==> config.mk <==
export PLATFORM = sky130hd
export DESIGN_NAME = stream_out_drain_flat
export DESIGN_NICKNAME = d
export VERILOG_FILES = /design/src/rtl/stream_out_drain_pkg.sv /design/src/rtl/stream_out_drain_if.sv /design/src/rtl/skid_buf_2.sv /design/src/rtl/stream_out_drain.sv /design/src/flat_wrapper.sv
export SDC_FILE = /design/constraint.sdc
export NUM_CORES = 1
export LEC_CHECK = 0
export CAP_MARGIN = 25
export CORE_UTILIZATION = 53
export DETAILED_ROUTE_END_ITERATION = 8
export HOLD_SLACK_MARGIN = 0.15
export PLACE_DENSITY = 0.95
export SYNTH_ARGS = -nofsm -noshare
export SYNTH_HDL_FRONTEND = slang
export SYNTH_HIERARCHICAL = 1
export SYNTH_SLANG_ARGS = --single-unit
==> constraint.sdc <==
create_clock -name clk -period 9.5 [get_ports clk]
set_clock_uncertainty 0.1 [all_clocks]
set_input_delay 1.425 -clock clk [delete_from_list [all_inputs] [get_ports clk]]
set_output_delay 1.425 -clock clk [all_outputs]
set_load 0.03 [all_outputs]
==> src/rtl/stream_out_drain_pkg.sv <==
// Shared stream definitions: the 128-bit data / 16-bit parity widths, the
// buffered beat layout, and the byte-parity helpers used by the drain block.
package stream_out_drain_pkg;

  localparam int DATA_W = 128;
  localparam int PAR_W  = DATA_W / 8;

  // A buffered beat is the data word plus its computed parity-error flag.
  typedef struct packed {
    logic              perr;
    logic [DATA_W-1:0] data;
  } beat_t;

  localparam int BEAT_W = $bits(beat_t);

  // Skid-buffer occupancy.
  typedef enum logic [1:0] {
    OCC_EMPTY = 2'd0,
    OCC_ONE   = 2'd1,
    OCC_FULL  = 2'd2
  } occ_e;

  // Per-byte parity error: bit i is set when byte i, its parity bit and the
  // odd/even selector do not XOR to zero.
  function automatic logic [PAR_W-1:0] byte_perr(
    input logic [DATA_W-1:0] data,
    input logic [PAR_W-1:0]  par,
    input logic              odd
  );
    logic [PAR_W-1:0] err;
    err = '0;
    for (int i = 0; i < PAR_W; i++) begin
      err[i] = (^data[i*8 +: 8]) ^ par[i] ^ odd;
    end
    return err;
  endfunction

  // Beat-level parity error: any byte in error flags the whole beat.
  function automatic logic beat_perr(
    input logic [DATA_W-1:0] data,
    input logic [PAR_W-1:0]  par,
    input logic              odd
  );
    return |byte_perr(data, par, odd);
  endfunction

endpackage

==> src/rtl/stream_out_drain_if.sv <==
// Bundles the FIFO read side and the stream output side of the drain block.
// master: the drain block itself; slave: the FIFO/consumer environment.
interface stream_out_drain_if;
  import stream_out_drain_pkg::*;

  // FIFO read side (first-word-fall-through)
  logic [DATA_W-1:0] fifo_dout;
  logic [PAR_W-1:0]  fifo_doutp;
  logic              fifo_empty;
  logic              fifo_rd_en;

  // Stream output side
  logic              s_out_valid;
  logic              s_out_rdy;
  logic [DATA_W-1:0] s_out_data;
  logic              s_out_perr;

  modport master (
    input  fifo_dout,
    input  fifo_doutp,
    input  fifo_empty,
    output fifo_rd_en,
    output s_out_valid,
    input  s_out_rdy,
    output s_out_data,
    output s_out_perr
  );

  modport slave (
    output fifo_dout,
    output fifo_doutp,
    output fifo_empty,
    input  fifo_rd_en,
    input  s_out_valid,
    output s_out_rdy,
    input  s_out_data,
    input  s_out_perr
  );

endinterface

==> src/rtl/skid_buf_2.sv <==
// Two-entry skid buffer. Entry 0 is always the head; a pop with a second
// entry present shifts entry 1 forward, and a push lands in the first slot
// that is free after this cycle's pop. Pushing into an empty buffer (or into
// a single-entry buffer that is popping) writes the head directly, so a
// pushed word is visible on head_o right after the capturing edge.
module skid_buf_2
  import stream_out_drain_pkg::*;
#(
  parameter int W = 129
) (
  input  logic         clk,
  input  logic         rst_n,
  input  logic         push_i,
  input  logic [W-1:0] push_data_i,
  input  logic         pop_i,
  output logic         valid_o,
  output logic         full_o,
  output logic [W-1:0] head_o
);

  occ_e         occ_q, occ_d;
  logic [W-1:0] ent0_q, ent0_d;
  logic [W-1:0] ent1_q, ent1_d;
  logic         pop_ok;
  logic         push_ok;
  logic         push_to_head;

  // Ignore pops of an empty buffer and pushes that would overflow it.
  assign pop_ok       = pop_i && (occ_q != OCC_EMPTY);
  assign push_ok      = push_i && ((occ_q != OCC_FULL) || pop_ok);
  assign push_to_head = (occ_q == OCC_EMPTY) || ((occ_q == OCC_ONE) && pop_ok);

  // Next occupancy: current count plus push minus pop.
  always_comb begin
    // NOTE: every combinational output gets a default first so no path
    // leaves it unassigned and no latch is inferred.
    occ_d = occ_q;
    case ({push_ok, pop_ok})
      2'b10:   occ_d = (occ_q == OCC_EMPTY) ? OCC_ONE : OCC_FULL;
      2'b01:   occ_d = (occ_q == OCC_FULL)  ? OCC_ONE : OCC_EMPTY;
      default: occ_d = occ_q;
    endcase
  end

  // Next payload: shift forward on pop at full, then write the free slot.
  always_comb begin
    ent0_d = ent0_q;
    ent1_d = ent1_q;
    if (pop_ok && (occ_q == OCC_FULL)) begin
      ent0_d = ent1_q;
    end
    if (push_ok) begin
      if (push_to_head) begin
        ent0_d = push_data_i;
      end else begin
        ent1_d = push_data_i;
      end
    end
  end

  // Occupancy register; clearing it is what discards buffered beats on reset.
  always_ff @(posedge clk or negedge rst_n) begin
    // NOTE: sequential state is updated with non-blocking assignments so
    // every register samples pre-edge values regardless of block order.
    if (!rst_n) begin
      occ_q <= OCC_EMPTY;
    end else begin
      occ_q <= occ_d;
    end
  end

  // Payload registers.
  // NOTE: the payload storage is deliberately left without reset; occupancy
  // alone qualifies its contents, which keeps the wide datapath reset-free.
  always_ff @(posedge clk) begin
    ent0_q <= ent0_d;
    ent1_q <= ent1_d;
  end

  assign valid_o = (occ_q != OCC_EMPTY);
  assign full_o  = (occ_q == OCC_FULL);
  assign head_o  = ent0_q;

endmodule

==> src/rtl/stream_out_drain.sv <==
// Drains a first-word-fall-through FIFO onto a valid/ready stream through a
// two-entry skid buffer, checking per-byte parity on the way. Pops are
// issued combinationally whenever the buffer can absorb the word this cycle,
// giving one-cycle latency and one beat per cycle under full flow.
module stream_out_drain
  import stream_out_drain_pkg::*;
#(
  parameter bit PARITY_ODD = 1'b0,
  parameter int CNT_W      = 32
) (
  input  logic              clk,
  input  logic              rst_n,
  input  logic              drain_en,
  input  logic              perr_clr,
  output logic              perr_sticky,
  output logic [CNT_W-1:0]  beat_cnt,
  stream_out_drain_if.master bus
);

  logic             buf_valid;
  logic             buf_full;
  logic [BEAT_W-1:0] buf_head;
  beat_t            head;
  beat_t            in_beat;
  logic             in_perr;
  logic             fire;
  logic             rd_en;

  logic             sticky_q, sticky_d;
  logic [CNT_W-1:0] cnt_q, cnt_d;

  // Parity check of the word currently presented by the FIFO.
  assign in_perr = beat_perr(bus.fifo_dout, bus.fifo_doutp, PARITY_ODD);
  assign in_beat = '{perr: in_perr, data: bus.fifo_dout};

  // A beat leaves on valid && ready.
  assign fire = buf_valid && bus.s_out_rdy;

  // Pop when enabled, the FIFO has data, and there is room after this
  // cycle's output beat. rst_n gates the strobe so nothing pops in reset.
  assign rd_en = rst_n && drain_en && !bus.fifo_empty && (!buf_full || fire);
  assign bus.fifo_rd_en = rd_en;

  skid_buf_2 #(
    .W (BEAT_W)
  ) u_skid (
    .clk         (clk),
    .rst_n       (rst_n),
    .push_i      (rd_en),
    .push_data_i (in_beat),
    .pop_i       (fire),
    .valid_o     (buf_valid),
    .full_o      (buf_full),
    .head_o      (buf_head)
  );

  assign head            = beat_t'(buf_head);
  assign bus.s_out_valid = buf_valid;
  assign bus.s_out_data  = head.data;
  assign bus.s_out_perr  = buf_valid && head.perr;

  // Next sticky flag (capture of a bad beat beats a clear) and beat count.
  always_comb begin
    sticky_d = sticky_q;
    if (rd_en && in_perr) begin
      sticky_d = 1'b1;
    end else if (perr_clr) begin
      sticky_d = 1'b0;
    end
    cnt_d = cnt_q + CNT_W'(fire);
  end

  // Status registers.
  always_ff @(posedge clk or negedge rst_n) begin
    if (!rst_n) begin
      sticky_q <= 1'b0;
      cnt_q    <= '0;
    end else begin
      sticky_q <= sticky_d;
      cnt_q    <= cnt_d;
    end
  end

  assign perr_sticky = sticky_q;
  assign beat_cnt    = cnt_q;

endmodule

==> src/flat_wrapper.sv <==
// flat-port wrapper written by rule: the top's interface ports become plain ports
module stream_out_drain_flat import stream_out_drain_pkg::*;
#(
  parameter bit PARITY_ODD = 1'b0,
  parameter int CNT_W      = 32
)
  (clk, rst_n, drain_en, perr_clr, perr_sticky, beat_cnt, bus_fifo_dout, bus_fifo_doutp, bus_fifo_empty, bus_fifo_rd_en, bus_s_out_valid, bus_s_out_rdy, bus_s_out_data, bus_s_out_perr);
  stream_out_drain_if bus_i ();
  input  logic clk;
  input  logic rst_n;
  input  logic drain_en;
  input  logic perr_clr;
  output logic perr_sticky;
  output logic [CNT_W-1:0] beat_cnt;
  input wire logic [$bits(bus_i.fifo_dout)-1:0] bus_fifo_dout;
  input wire logic [$bits(bus_i.fifo_doutp)-1:0] bus_fifo_doutp;
  input wire logic [$bits(bus_i.fifo_empty)-1:0] bus_fifo_empty;
  output wire logic [$bits(bus_i.fifo_rd_en)-1:0] bus_fifo_rd_en;
  output wire logic [$bits(bus_i.s_out_valid)-1:0] bus_s_out_valid;
  input wire logic [$bits(bus_i.s_out_rdy)-1:0] bus_s_out_rdy;
  output wire logic [$bits(bus_i.s_out_data)-1:0] bus_s_out_data;
  output wire logic [$bits(bus_i.s_out_perr)-1:0] bus_s_out_perr;
  assign bus_i.fifo_dout = bus_fifo_dout;
  assign bus_i.fifo_doutp = bus_fifo_doutp;
  assign bus_i.fifo_empty = bus_fifo_empty;
  assign bus_fifo_rd_en = bus_i.fifo_rd_en;
  assign bus_s_out_valid = bus_i.s_out_valid;
  assign bus_i.s_out_rdy = bus_s_out_rdy;
  assign bus_s_out_data = bus_i.s_out_data;
  assign bus_s_out_perr = bus_i.s_out_perr;
  stream_out_drain #(.PARITY_ODD(PARITY_ODD), .CNT_W(CNT_W)) u_core (.clk(clk), .rst_n(rst_n), .drain_en(drain_en), .perr_clr(perr_clr), .perr_sticky(perr_sticky), .beat_cnt(beat_cnt), .bus(bus_i));
endmodule
==> metrics.txt <==
status completed; Area Overhead vs Synth 34.5%; Mapped Avg Cell Area around 11 um^2; top sig layer met5; asr flop ratio synth 0.119; CTS tree yes; M1 WL 12.9 mm; crit path cell chain clkdlybuf4s50_1 > buf_4 > nand2_1 > a211oi_1 > clkbuf_2 > clkdlybuf4s50_1; sequential area share after synthesis 0.604; die area 0.0235 mm^2; total CTS buffers 30; Leak Pwr 6.26 nW; DR vias/cell about 5.8; Max clock buf depth 3; Clk pwr share 0.226; Die Ht 153 um; most frequent cells in the layout clkdlybuf4s50_1, nand2_1, nor3_1; overall power between 5 and 6 mW; Vias 9,934; FMAX 186 MHz; final wirelength 35.0 mm; grt ovf 0; HP Class flip-flop to flip-flop; Levels on crit path 6; Routed Antenna Nets 0; WHS 0.375 ns; r2r startpoint u_core/u_skid/occ_q[1]; total negative slack 0 ns; Yosys top cell area share 0.319; Yosys reg bits about 300; most used cell, CP clkdlybuf4s50_1; max-slew violation count 0; # rows 55; maximum number of pins on one net before global-route repair 94; initial antenna violation count 4; Reg power frac 0.361; die width 153 um; DR iter-0 viols between 800 and 900; combinational share of power 0.413; Worst path top cell family by delay buffers and inverters; vias in the first global route approximately 10,000; fin crit share 0.567; Ys Warns 6; Clock Latency Late Sink between 0.5 and 0.6 ns; Synth area leaders edfxtp_1, dfxtp_1, nand2_1, dfrtp_1, a31oi_1; relative slew slack 0.279; Post-CTS Repair Setup Buffers 0; met2 WL 17.0 mm; Worst setup SP type input pin; post-cts resize count 0; hold_buf cts 0; met3 WL around 2.9 mm; CP Class input pin to output port; crit path time final 5.39 ns; area leader, netlist edfxtp_1; Post-Syn Area 0.0121 mm^2; Crit path required time roughly 8.0 ns; launch point of the critical path rst_n; Setup Viol. Count Final 0; worst slack, placed ~3.8 ns; commonest non-fill, non-tap cell in the layout clkdlybuf4s50_1; Global Route Usage Sum 0.293; RSZ-0062 raised after global routing false; layout cell share with drive strength beyond 1 0.0531; Unique masters post-synth 36; Starting Density 0.538; I/O Buffers 313; core area 0.0226 mm^2; total clock sinks 293; syn nets 1,258; worst reg2reg path depth 8; Post-DP HPWL 22.6 mm; CP endpoint kind output port; Fill cells 1,393; WP data arrival between 3 and 4 ns; PwrDens 314 mW/mm^2; hold path depth 1; EDFF count, synth 129; worst slew pin tran 1.08 ns; drt first pass iters 5; Net Switching 1.95 mW; worst path bufs/invs 4; # H-tree levels 1; Final #Nets 1,542; worst vdd ir 0.000224 V; Clk pin slew, worst setup/hold paths 0.06 ns; CTS root buf clkbuf_16; hold_sp u_core/beat_cnt[31]; Max-Cap Viols 0; drt drc 0; Crit Path Max Fanout 36; final setup margin 4.11 ns; Ports 314; Crit-path slowest cell clkdlybuf4s50_1; routability cong. 0.878; WL/cell 20.6 um; Final Hold Viols 0; sw frac 0.380; Main synth FF type edfxtp_1; biggest cell delay along the critical path approximately 0.72 ns; first-pass GRT wire length 54.4 mm; Int Pwr 3.18 mW; Post-Syn Instances 1,106
==> stage by stage <==
step	cells	instance area [um^2]	util
global route	1701	16300	0.724
detailed placement	1642	15300	0.680
finish	1701	16300	0.724
global placement	1641	15300	0.679
CTS	1697	16300	0.723
floorplan	1106	12100	-
==> flip-flops by register name, indices dropped and copies added (netlist names) <==
name                  cells
u_core/u_skid/ent1_q    129
u_core/u_skid/occ_q       2
u_core/u_skid/head_o    129
u_core/perr_sticky        1
u_core/beat_cnt          32
==> cells in the mapped netlist, types with 3 or more instances <==
| library cell | count |
|---|---|
| a31oi_1 | 119 |
| a31oi_2 | 10 |
| and2_1 | 3 |
| and3_1 | 4 |
| buf_2 | 24 |
| buf_6 | 13 |
| clkbuf_1 | 32 |
| dfrtp_1 | 35 |
| dfxtp_1 | 129 |
| edfxtp_1 | 129 |
| inv_1 | 4 |
| nand2_1 | 275 |
| nand2b_1 | 3 |
| nand3_1 | 11 |
| nand4_1 | 11 |
| nor2_1 | 12 |
| nor3_1 | 130 |
| xnor2_1 | 83 |
| xnor3_1 | 14 |
| xor2_1 | 43 |
==> cell families (layout without fill, tap and decap cells) <==
logic type | count (synthesis) | after routing | synth area share
flops | 293 | 293 | 0.604
buf+inv | 76 | 383 | 0.0346
compound gates | 135 | 135 | 0.0754
fa+ha+maj | 2 | 2 | 0.00206
xor+xnor | 142 | 142 | 0.121
other cells | 0 | 3 | 0
simple gates | 458 | 458 | 0.163
==> final cells by class <==
type                            instances  area, um^2  share of cell area
Sequential cell                       293        7330               0.449
Multi-Input combinational cell        737        4420               0.270
Timing Repair Buffer                  324        3230               0.198
Clock buffer                           34         786              0.0481
Tap cell                              285         357              0.0218
Clock inverter                         21         191              0.0117
Inverter                                4        15.0            0.000919
Antenna cell                            3        7.51            0.000459
==> worst paths after layout <==
| path | slack, ns | to |
|---|---|---|
| max | 4.11 | bus_fifo_rd_en |
| max reg2reg | 5.69 | u_core/u_skid/head_o[104] |
| min | 0.38 | u_core/beat_cnt[31] |
| max in group asynchronous | 7.76 | u_core/u_skid/occ_q[1] |
| min reg2reg | 0.38 | u_core/beat_cnt[31] |
| min in group asynchronous | 1.20 | u_core/beat_cnt[18] |
==> power by group through the flow <==
stage | combinational (mW) | sequential, mW | clock (mW)
detailed placement | 2.09 | 1.87 | 0
global route | 2.22 | 1.89 | 1.23
global placement | 2.03 | 1.86 | 0
floorplan | 0.627 | 2.43 | 0
CTS | 2.11 | 1.85 | 1.17
finish | 2.12 | 1.85 | 1.16
==> layer usage <==
| layer | track usage | vias up |
|---|---|---|
| li1 | - | 4461 |
| met1 | 0.361 | 4737 |
| met2 | 0.482 | 594 |
| met3 | 0.0513 | 140 |
| met4 | 0.179 | 2 |
| met5 | 0 | - |
(Power assumes the default switching activity.)
